[src/rtl/interrupt_sequencer.sv]
// interrupt_sequencer: vectored interrupt entry and interrupt command execution.
// Pushes PC and old level to the stack, then loads the vector; owns IE and current level.
module interrupt_sequencer #(
    parameter logic [11:0] VECTOR_BASE   = 12'o0100,
    parameter int          VECTOR_SHIFT  = 1,
    parameter int          SETTLE_CYCLES = 2
) (
    input  logic        i_clk,
    input  logic        i_rst_n,
    input  logic [11:0] i_next_interrupt,
    input  logic        i_insn_boundary,
    input  logic [11:0] i_pc_in,
    input  logic [11:0] i_sp_in,
    input  logic        i_cmd_valid,
    input  logic [2:0]  i_cmd_op,
    input  logic [11:0] i_cmd_data,
    output logic        o_cmd_ready,
    output logic        o_busy,
    output logic        o_mem_req,
    output logic [11:0] o_mem_addr,
    output logic [11:0] o_mem_wdata,
    input  logic        i_mem_ack,
    output logic        o_pc_load,
    output logic [11:0] o_pc_out,
    output logic        o_sp_load,
    output logic [11:0] o_sp_out,
    output logic        o_ic_dismiss,
    output logic        o_ic_create,
    output logic [11:0] o_ic_data,
    output logic        o_int_enable,
    output logic [11:0] o_cur_level
);
    typedef enum logic [1:0] {IDLE, PUSH_PC, PUSH_LVL, VECTOR} state_t;
    localparam logic [11:0] NONE = 12'o7777;

    state_t      r_state;
    logic        r_ie;
    logic [11:0] r_cur_level;
    logic [7:0]  r_settle;
    logic [11:0] r_num;
    logic [11:0] r_slvl;
    logic [11:0] r_ssp;
    logic        r_mem_req;
    logic [11:0] r_mem_addr;
    logic [11:0] r_mem_wdata;
    logic        r_pc_load;
    logic [11:0] r_pc_out;
    logic        r_sp_load;
    logic [11:0] r_sp_out;
    logic        r_ic_dismiss;
    logic        r_ic_create;
    logic [11:0] r_ic_data;
    logic        w_pend;
    logic [11:0] w_vec;

    assign w_pend = r_ie & (i_next_interrupt != NONE) & (i_next_interrupt < r_cur_level) & (r_settle == 8'd0);
    assign w_vec  = VECTOR_BASE + (r_num << VECTOR_SHIFT);

    always_ff @(posedge i_clk or negedge i_rst_n) begin
        if (!i_rst_n) begin
            r_state      <= IDLE;
            r_ie         <= 1'b0;
            r_cur_level  <= NONE;
            r_settle     <= 8'd0;
            r_num        <= 12'd0;
            r_slvl       <= 12'd0;
            r_ssp        <= 12'd0;
            r_mem_req    <= 1'b0;
            r_mem_addr   <= 12'd0;
            r_mem_wdata  <= 12'd0;
            r_pc_load    <= 1'b0;
            r_pc_out     <= 12'd0;
            r_sp_load    <= 1'b0;
            r_sp_out     <= 12'd0;
            r_ic_dismiss <= 1'b0;
            r_ic_create  <= 1'b0;
            r_ic_data    <= 12'd0;
        end else begin
            r_pc_load    <= 1'b0;
            r_pc_out     <= 12'd0;
            r_sp_load    <= 1'b0;
            r_sp_out     <= 12'd0;
            r_ic_dismiss <= 1'b0;
            r_ic_create  <= 1'b0;
            r_ic_data    <= 12'd0;
            if (r_settle != 8'd0)
                r_settle <= r_settle - 8'd1;
            case (r_state)
                IDLE: begin
                    // commands win over entry in the same cycle
                    if (i_cmd_valid) begin
                        case (i_cmd_op)
                            3'd1: r_ie <= 1'b1;
                            3'd2: r_ie <= 1'b0;
                            3'd3: begin
                                r_cur_level <= i_cmd_data;
                                r_ie        <= 1'b1;
                            end
                            3'd4: begin
                                r_ic_dismiss <= 1'b1;
                                r_ic_data    <= i_cmd_data;
                                r_settle     <= 8'(SETTLE_CYCLES);
                            end
                            3'd5: begin
                                r_ic_create <= 1'b1;
                                r_ic_data   <= i_cmd_data;
                                r_settle    <= 8'(SETTLE_CYCLES);
                            end
                            3'd6: r_cur_level <= i_cmd_data;
                            default: ;
                        endcase
                    end else if (w_pend && i_insn_boundary) begin
                        r_num       <= i_next_interrupt;
                        r_slvl      <= r_cur_level;
                        r_ssp       <= i_sp_in;
                        r_mem_req   <= 1'b1;
                        r_mem_addr  <= i_sp_in - 12'd1;
                        r_mem_wdata <= i_pc_in;
                        r_state     <= PUSH_PC;
                    end
                end
                PUSH_PC: begin
                    if (i_mem_ack) begin
                        r_mem_addr  <= r_ssp - 12'd2;
                        r_mem_wdata <= r_slvl;
                        r_state     <= PUSH_LVL;
                    end
                end
                PUSH_LVL: begin
                    if (i_mem_ack) begin
                        r_mem_req   <= 1'b0;
                        r_mem_addr  <= 12'd0;
                        r_mem_wdata <= 12'd0;
                        r_pc_load   <= 1'b1;
                        r_pc_out    <= w_vec;
                        r_sp_load   <= 1'b1;
                        r_sp_out    <= r_ssp - 12'd2;
                        r_state     <= VECTOR;
                    end
                end
                default: begin
                    r_cur_level <= r_num;
                    r_ie        <= 1'b0;
                    r_state     <= IDLE;
                end
            endcase
        end
    end

    assign o_cmd_ready  = (r_state == IDLE);
    assign o_busy       = (r_state != IDLE);
    assign o_mem_req    = r_mem_req;
    assign o_mem_addr   = r_mem_addr;
    assign o_mem_wdata  = r_mem_wdata;
    assign o_pc_load    = r_pc_load;
    assign o_pc_out     = r_pc_out;
    assign o_sp_load    = r_sp_load;
    assign o_sp_out     = r_sp_out;
    assign o_ic_dismiss = r_ic_dismiss;
    assign o_ic_create  = r_ic_create;
    assign o_ic_data    = r_ic_data;
    assign o_int_enable = r_ie;
    assign o_cur_level  = r_cur_level;
endmodule

[config.mk]
export PLATFORM = sky130hd
export DESIGN_NAME = interrupt_sequencer
export DESIGN_NICKNAME = d
export VERILOG_FILES = /design/src/rtl/interrupt_sequencer.sv
export SDC_FILE = /design/constraint.sdc
export NUM_CORES = 1
export LEC_CHECK = 0
export CAP_MARGIN = 30
export CELL_PAD_IN_SITES_DETAIL_PLACEMENT = 0
export CELL_PAD_IN_SITES_GLOBAL_PLACEMENT = 1
export CORE_ASPECT_RATIO = 0.9
export CORE_MARGIN = 4
export CORE_UTILIZATION = 39
export CTS_CLUSTER_DIAMETER = 200
export DETAILED_ROUTE_END_ITERATION = 6
export PLACE_DENSITY = 0.91
export SLEW_MARGIN = 20
export SYNTH_ARGS = -nofsm -noshare
export SYNTH_HDL_FRONTEND = slang
export SYNTH_SLANG_ARGS = --single-unit
export TNS_END_PERCENT = 30
[constraint.sdc]
create_clock -name i_clk -period 3.8 [get_ports i_clk]
set_input_delay 0.57 -clock i_clk [delete_from_list [all_inputs] [get_ports i_clk]]
set_output_delay 0.57 -clock i_clk [all_outputs]
set_load 0.02 [all_outputs]
==> impl_results.md, run 1 <==
* Status: completed
* Area of the multi-input gates at roughly 2300 sq um
* TritonCTS buffer count at 17
* Synth area leaders: dfrtp_1, mux2_2, dfstp_2, ha_1, o21ai_0
* Placeable Area at 14,100 sq um
* Clock Latency Late Sink at 0.41 ns
* Min-delay worst type: in -> async
* Max-cap violations at 0
* F_max at 0.341 GHz
* Die ar. at approximately 16,000 sq um
* Hold-fix buffers, CTS at 0
* Vias in the first global route at approximately 4,500
* Global route hottest layer: met2
* Number of setup violations in the final report at 0
* Top FF cell, synth: dfrtp_1
* Global-route wire length before repair at around 23,000 um
* Post-synthesis sequential area ratio at a little over half
* Layout cells sized above 1 at around 15%
* Finished Cell Area at 7800 sq um
* Post-synth top cells: dfrtp_1, nand2_1, mux2_2, o21ai_0, nor2_1
* Place WS at between 0.4 and 0.5 ns
* IO Count at 136
* CP max stage cell: clkdlybuf4s50_1
* GR Layer Usage met2 at between 20% and 30%
* Peak VDD IR at 407 uV
* Post-synth EDFFs at 0
* Starting Density at between 30% and 40%
* Post-CTS setup buffers at 0
* Ant. Diodes at 0
* Critical path's top delay family: compound AO/OA/AOI/OAI gates
* Synth top area share at around 49%
* Worst path bufs/invs at 2
* Worst r2r src: o_cur_level[1]
* # resized after CTS at 0
* Critical path capture point type: flip-flop
* Grt total ovfl at 0
* Synth Warn # at 0
* Die width at between 100 and 150 um
* CP cell instances: clkdlybuf4s50_1 -> ha_1 -> a2111oi_0 -> o41ai_1 -> a211o_1 -> a211oi_4 -> buf_12 -> mux2_2
* RSZ-0062 raised after global routing: no
* Routability Congestion at 0.855
* Period utilization at between 70 and 80%
* CP arrival at 3.23 ns
* Post-route setup slack at 0.865 ns
* Final Skew at 0.00976 ns
* Worst-path clk slew at about 0.05 ns
* Slew Viols, Final at 0
* Count leader, synth: dfrtp_1
* Final core area utilization at a little under three fifths
* Clock sink count at 122
* Leakage at roughly 3.6 nW
* Area grow syn2layout at 38.4%
* Max-slew headroom at ~44%
* CP startpoint: i_next_interrupt[1]
* Yosys cell types at 44
* Max Fanout on Critical Path at 24
* Largest stage delay on the critical path at 0.47 ns
* NumNets Final at about 730
* Asr flop ratio synth at 100%
* Setup TNS at 0 ns
* Fillers at about 1,200
* Final worst path period need at 2.93 ns
* WL final at 14,200 um
* CTS tree: built
* Grt met1 use at approximately 23%
* Cell taking the most area after synthesis: dfrtp_1
* WL/cell at roughly 17 um
* GRT Total Usage at 18.2%
* Post-DR vias/cell at 4.97
* Vias post-DR at around 4,300
* Pwr dens at between 700 and 800 nW/um^2
* Syn nets at slightly below 600
* Initial antenna violation count at 0
* Syn_area_per_cell at around 11 sq um
* Row count at 41
* Worst slew pin tran at about 0.84 ns
* Reg area at between 3000 and 4000 sq um
* Final hold violations at 0
* Root Buffer: clkbuf_16
* Startpoint Class: input pin
* Antenna Nets Post-Route at 0
* DR pass1 iterations at 5
* Iteration-0 DRC Markers at 202
* WS Path Type: in -> reg
* DRC errors left at 0
* Htree depth at 4
* Mapped cell area at 5630 sq um
* CTS Buffer Depth at 2
* DP Wirelength at between 10,000 and 15,000 um
* Placed inst area at ~7200 sq um
* Mapped Cells at 513
* Req. time, crit path at between 4 and 5 ns
* IO Port Bufs at between 100 and 150
* WHS at approximately 0.088 ns
* Met3 Resource Use GR at under 10%
* Register bit total from synthesis at approximately 120
* Die H at around 120 um
* Largest net degree at the start of global routing at 74
[worst paths after layout]
check                                 end  slack, ns  cells after the start
max                         o_mem_addr[6]       0.87                      8
max in group asynchronous  o_cur_level[9]       2.72                      3
min in group i_clk              r_slvl[9]       0.48                      2
min reg2reg                     r_slvl[9]       0.48                      2
min                             r_ssp[10]       0.09                      1
max reg2reg                 o_mem_addr[6]       0.92                      8
[cells by family (layout without fill, tap and decap cells)]
group,Yosys count,in the layout,share of synthesized area [%]
flip-flops,122,122,54.5
XOR/XNOR,29,29,4.51
multiplexers,61,61,11.9
other,1,1,0.0666
AO/OA/AOI/OAI,75,75,7.97
adder cells (fa/ha/maj),20,20,4.44
buffers and inverters,58,210,4.26
AND/OR/NAND/NOR,147,147,12.4
[per-stage QoR]
stage,power (mW),std cells
finish,5.75,858
global route,6.08,858
CTS,5.79,857
detailed placement,4.16,825
global placement,4.07,825
floorplan,3.24,513
[sequential cells by signal, indices dropped and copies added (netlist names)]
| signal | cells |
|---|---|
| o_cur_level | 12 |
| o_ic_data | 12 |
| o_mem_addr | 12 |
| o_mem_wdata | 12 |
| o_sp_out | 12 |
| r_num | 12 |
| r_slvl | 12 |
| r_ssp | 12 |
| o_pc_out | 11 |
| r_settle | 8 |
| r_state | 2 |
| o_ic_create | 1 |
| o_ic_dismiss | 1 |
| o_int_enable | 1 |
| o_mem_req | 1 |
| o_sp_load | 1 |
[final cells by class]
class | instances | area share, %
clock buffers | 24 | 6.05
clock inverters | 8 | 1.51
inverters | 36 | 1.73
multi-input cells | 333 | 29.8
flip-flops and latches | 122 | 39.4
well taps | 193 | 3.10
repair buffers | 142 | 18.4
[metal layers]
layer,vias up,wire length (um)
met2,151,6610
met1,2056,6190
met3,32,1070
li1,2022,-
met5,-,0
met4,0,359
[placed cells by master, fill, tap and decap left out, types with 6 or more instances in the layout]
master	netlist	routed
o21ai_0	48	48
nor4_1	8	8
mux2_2	48	48
o22ai_1	10	10
inv_1	36	36
nor2_1	37	37
clkdlybuf4s50_1	0	133
dfstp_2	12	12
and2_1	15	15
buf_4	2	6
xnor2_1	21	21
xor2_1	8	8
clkbuf_16	0	17
mux2i_1	13	13
nand2_1	55	55
dfrtp_1	110	110
and3_1	7	7
ha_1	20	20
[where the power goes]
part | internal, mW | switching (mW) | total [mW]
clock network | 1.06 | 0.545 | 1.61
registers | 1.63 | 0.203 | 1.83
logic | 1.07 | 1.23 | 2.31
total | 3.76 | 1.98 | 5.75
[worst reg2reg max path, stage by stage (launching register included)]
cell	delay, ns
dfstp_2	0.55
inv_1	0.07
ha_1	0.27
a2111oi_0	0.40
o41ai_1	0.16
a211o_1	0.40
a211oi_4	0.31
buf_12	0.23
mux2_2	0.37
Note: power is estimated with default switching activity, not from simulation.
==> inputs of run 2 (changes only) <==
clock period = 2.8 ns   (was 3.8 ns; I/O delays follow)
==> impl_results.md, run 2 (synthesis gave the netlist of run 1 again) <==
* Status: completed
* Initial antenna violation count at 0 (unchanged)
* WL/cell at 17.3 um (+4.3%)
* Routed met3 length at 1040 um (-2.3%)
* Fillers at 1,175 (-1.0%)
* WS Path Type: reg -> reg
* Reg2reg setup slack at 0.05 ns (-0.87 ns)
* Period utilization at ~98%
* NumNets Final at 748 (+2.7%)
* Inst Count DP at 840 (+1.8%)
* IO Port Bufs at 134 (unchanged)
* Global-route wire length before repair at 23,900 um (+3.7%)
* Most frequent cells in the layout: clkdlybuf4s50_1, dfrtp_1, nand2_1
* Layout cells sized above 1 at 18.7% (+3.9 points)
* WL final at 15,200 um (+6.8%)
* DR pass1 iterations at 4 (-1)
* Worst slew pin tran at 0.659 ns (-0.181 ns)
* Metal-1 WL at 6490 um (+4.8%)
* Htree depth at 4 (unchanged)
* Max-slew headroom at 56.0% (+12 points)
* Max-cap violations at 0 (unchanged)
* Antenna Nets Post-Route at 0 (unchanged)
* Final core area utilization at 56.6% (+1.3 points)
* GRT Total Usage at 18.7% (+0.54 points)
* F_max at approximately 0.36 GHz
* Non-filler cells, final at 878 (+2.3%)
* TritonCTS buffer count at 17 (unchanged)
* Top layer in use: met4
* Starting Density at 39.9% (unchanged)
* Routability Congestion at 0.876 (+2.4%)
* Final Skew at 0.00864 ns (-0.00112 ns)
* Peak VDD IR at 598 uV (+47%)
* WL met2 at 7430 um (+12%)
* Number of setup violations in the final report at 0 (unchanged)
* Root Buffer: clkbuf_16
* Placeable Area at 14,100 sq um (unchanged)
* Worst-path clk slew at 0.06 ns (about the same)
* Area of the multi-input gates at 2370 sq um (+2.0%)
* Die H at 122 um (unchanged)
* Max Fanout on Critical Path at 6 (-75%)
* Pwr dens at 989 nW/um^2 (+34%)
* Leakage at 3.63 nW (+2.3%)
* Ant. Diodes at 0 (unchanged)
* Slew Viols, Final at 0 (unchanged)
* Req. time, crit path at 3.10 ns (-0.99 ns)
* DRC errors left at 0 (unchanged)
* Largest net degree at the start of global routing at 55 (-26%)
* Post-DR vias/cell at 4.99 (+0.43%)
* Grt total ovfl at 0 (unchanged)
* Die ar. at 16,400 sq um (unchanged)
* Vias post-DR at 4,379 (+2.8%)
* Clock sink count at 122 (unchanged)
* Reg area at 3070 sq um (unchanged)
* WHS at 0.0229 ns (-0.0653 ns)
* Iteration-0 DRC Markers at 156 (-23%)
* Clock Latency Late Sink at 0.42 ns (about the same)
* CP arrival at 3.05 ns (-0.18 ns)
* Final worst path period need at ~2.7 ns
* Setup TNS at 0 ns (unchanged)
* CTS tree: built
* Min-delay worst type: in -> async
* Critical path capture point type: flip-flop
* Area grow syn2layout at 41.7%
* Hold-fix buffers, CTS at 0 (unchanged)
* Die width at 135 um (unchanged)
* Startpoint Class: flip-flop
* Commonest non-fill, non-tap cell in the layout: clkdlybuf4s50_1
* IO Count at 136 (unchanged)
* CTS Buffer Depth at 2 (unchanged)
* Row count at 41 (unchanged)
* Vias in the first global route at 4,674 (+2.9%)
* DP Wirelength at 11,100 um (+6.3%)
* Final hold violations at 0 (unchanged)
* RSZ-0062 raised after global routing: no
run 2: cell count changes in the layout (fill, tap and decap cells not counted), sizes merged:
cell / delta
clkbuf: -4
inv: +1
buf: +18
clkinv: +5
clkinvlp: +3
bufinv: -3
run 2: cell type report:
class	count	area share, %
sequential	122	38.4
multi-input combinational	333	29.7
timing repair buffer	162	20.5
clock buffer	18	5.38
tap	193	3.03
inverter	36	1.69
clock inverter	14	1.29
run 2: through the flow:
stage | worst slack [ns] | area [sq um] | power [mW]
floorplan | 0.0682 | 5630 | 4.40
finish | 0.0521 | 7980 | 7.90
CTS | 0.0198 | 7850 | 7.67
detailed placement | -0.376 | 7310 | 5.69
global route | 0.00250 | 7980 | 8.35
global placement | -0.309 | 7310 | 5.56
run 2: critical path, cell delays in order, from the launching register on:
cell and delay, ns:
dfrtp_1 0.42, or4_4 0.57, or3_1 0.37, a211o_1 0.34
a211oi_4 0.26, buf_6 0.17, clkbuf_16 0.15, mux2_2 0.33
run 2: power by group:
| group | leakage [nW] | internal (mW) | switching [mW] |
|---|---|---|---|
| Combinational | 1.78 | 1.69 | 1.78 |
| Sequential | 1.60 | 2.21 | 0.278 |
| Clock | 0.252 | 1.13 | 0.814 |
run 2: worst paths after layout:
kind                       depth (start not counted)        start              to
max in group asynchronous                          2      i_rst_n  o_cur_level[3]
hold / removal                                     1      i_rst_n     o_sp_out[9]
setup / recovery                                   7  r_settle[2]  o_mem_addr[10]
setup reg to reg                                   7  r_settle[2]  o_mem_addr[10]
hold reg to reg                                    2    r_slvl[8]       r_slvl[8]
min in group i_clk                                 2    r_slvl[8]       r_slvl[8]
run 2: repair_timing:
item	4_1_cts	5_1_grt
cloned	0	3
gates resized for setup	2	9
setup buffers	0	3
setup endpoints to repair	24	24
pin swaps	0	5
run 2: per-layer routing:
metal  track usage (%)  vias up
met2              30.6      124
met1              23.0     2177
met3              6.73       18
li1                  -     2060
met5                 0        -
met4              6.74        0
==> inputs of run 3 (changes only) <==
TNS_END_PERCENT = 5   (was 30)
==> results of run 3 <==
Final layout, timing and power as in run 2 (identical DEF).
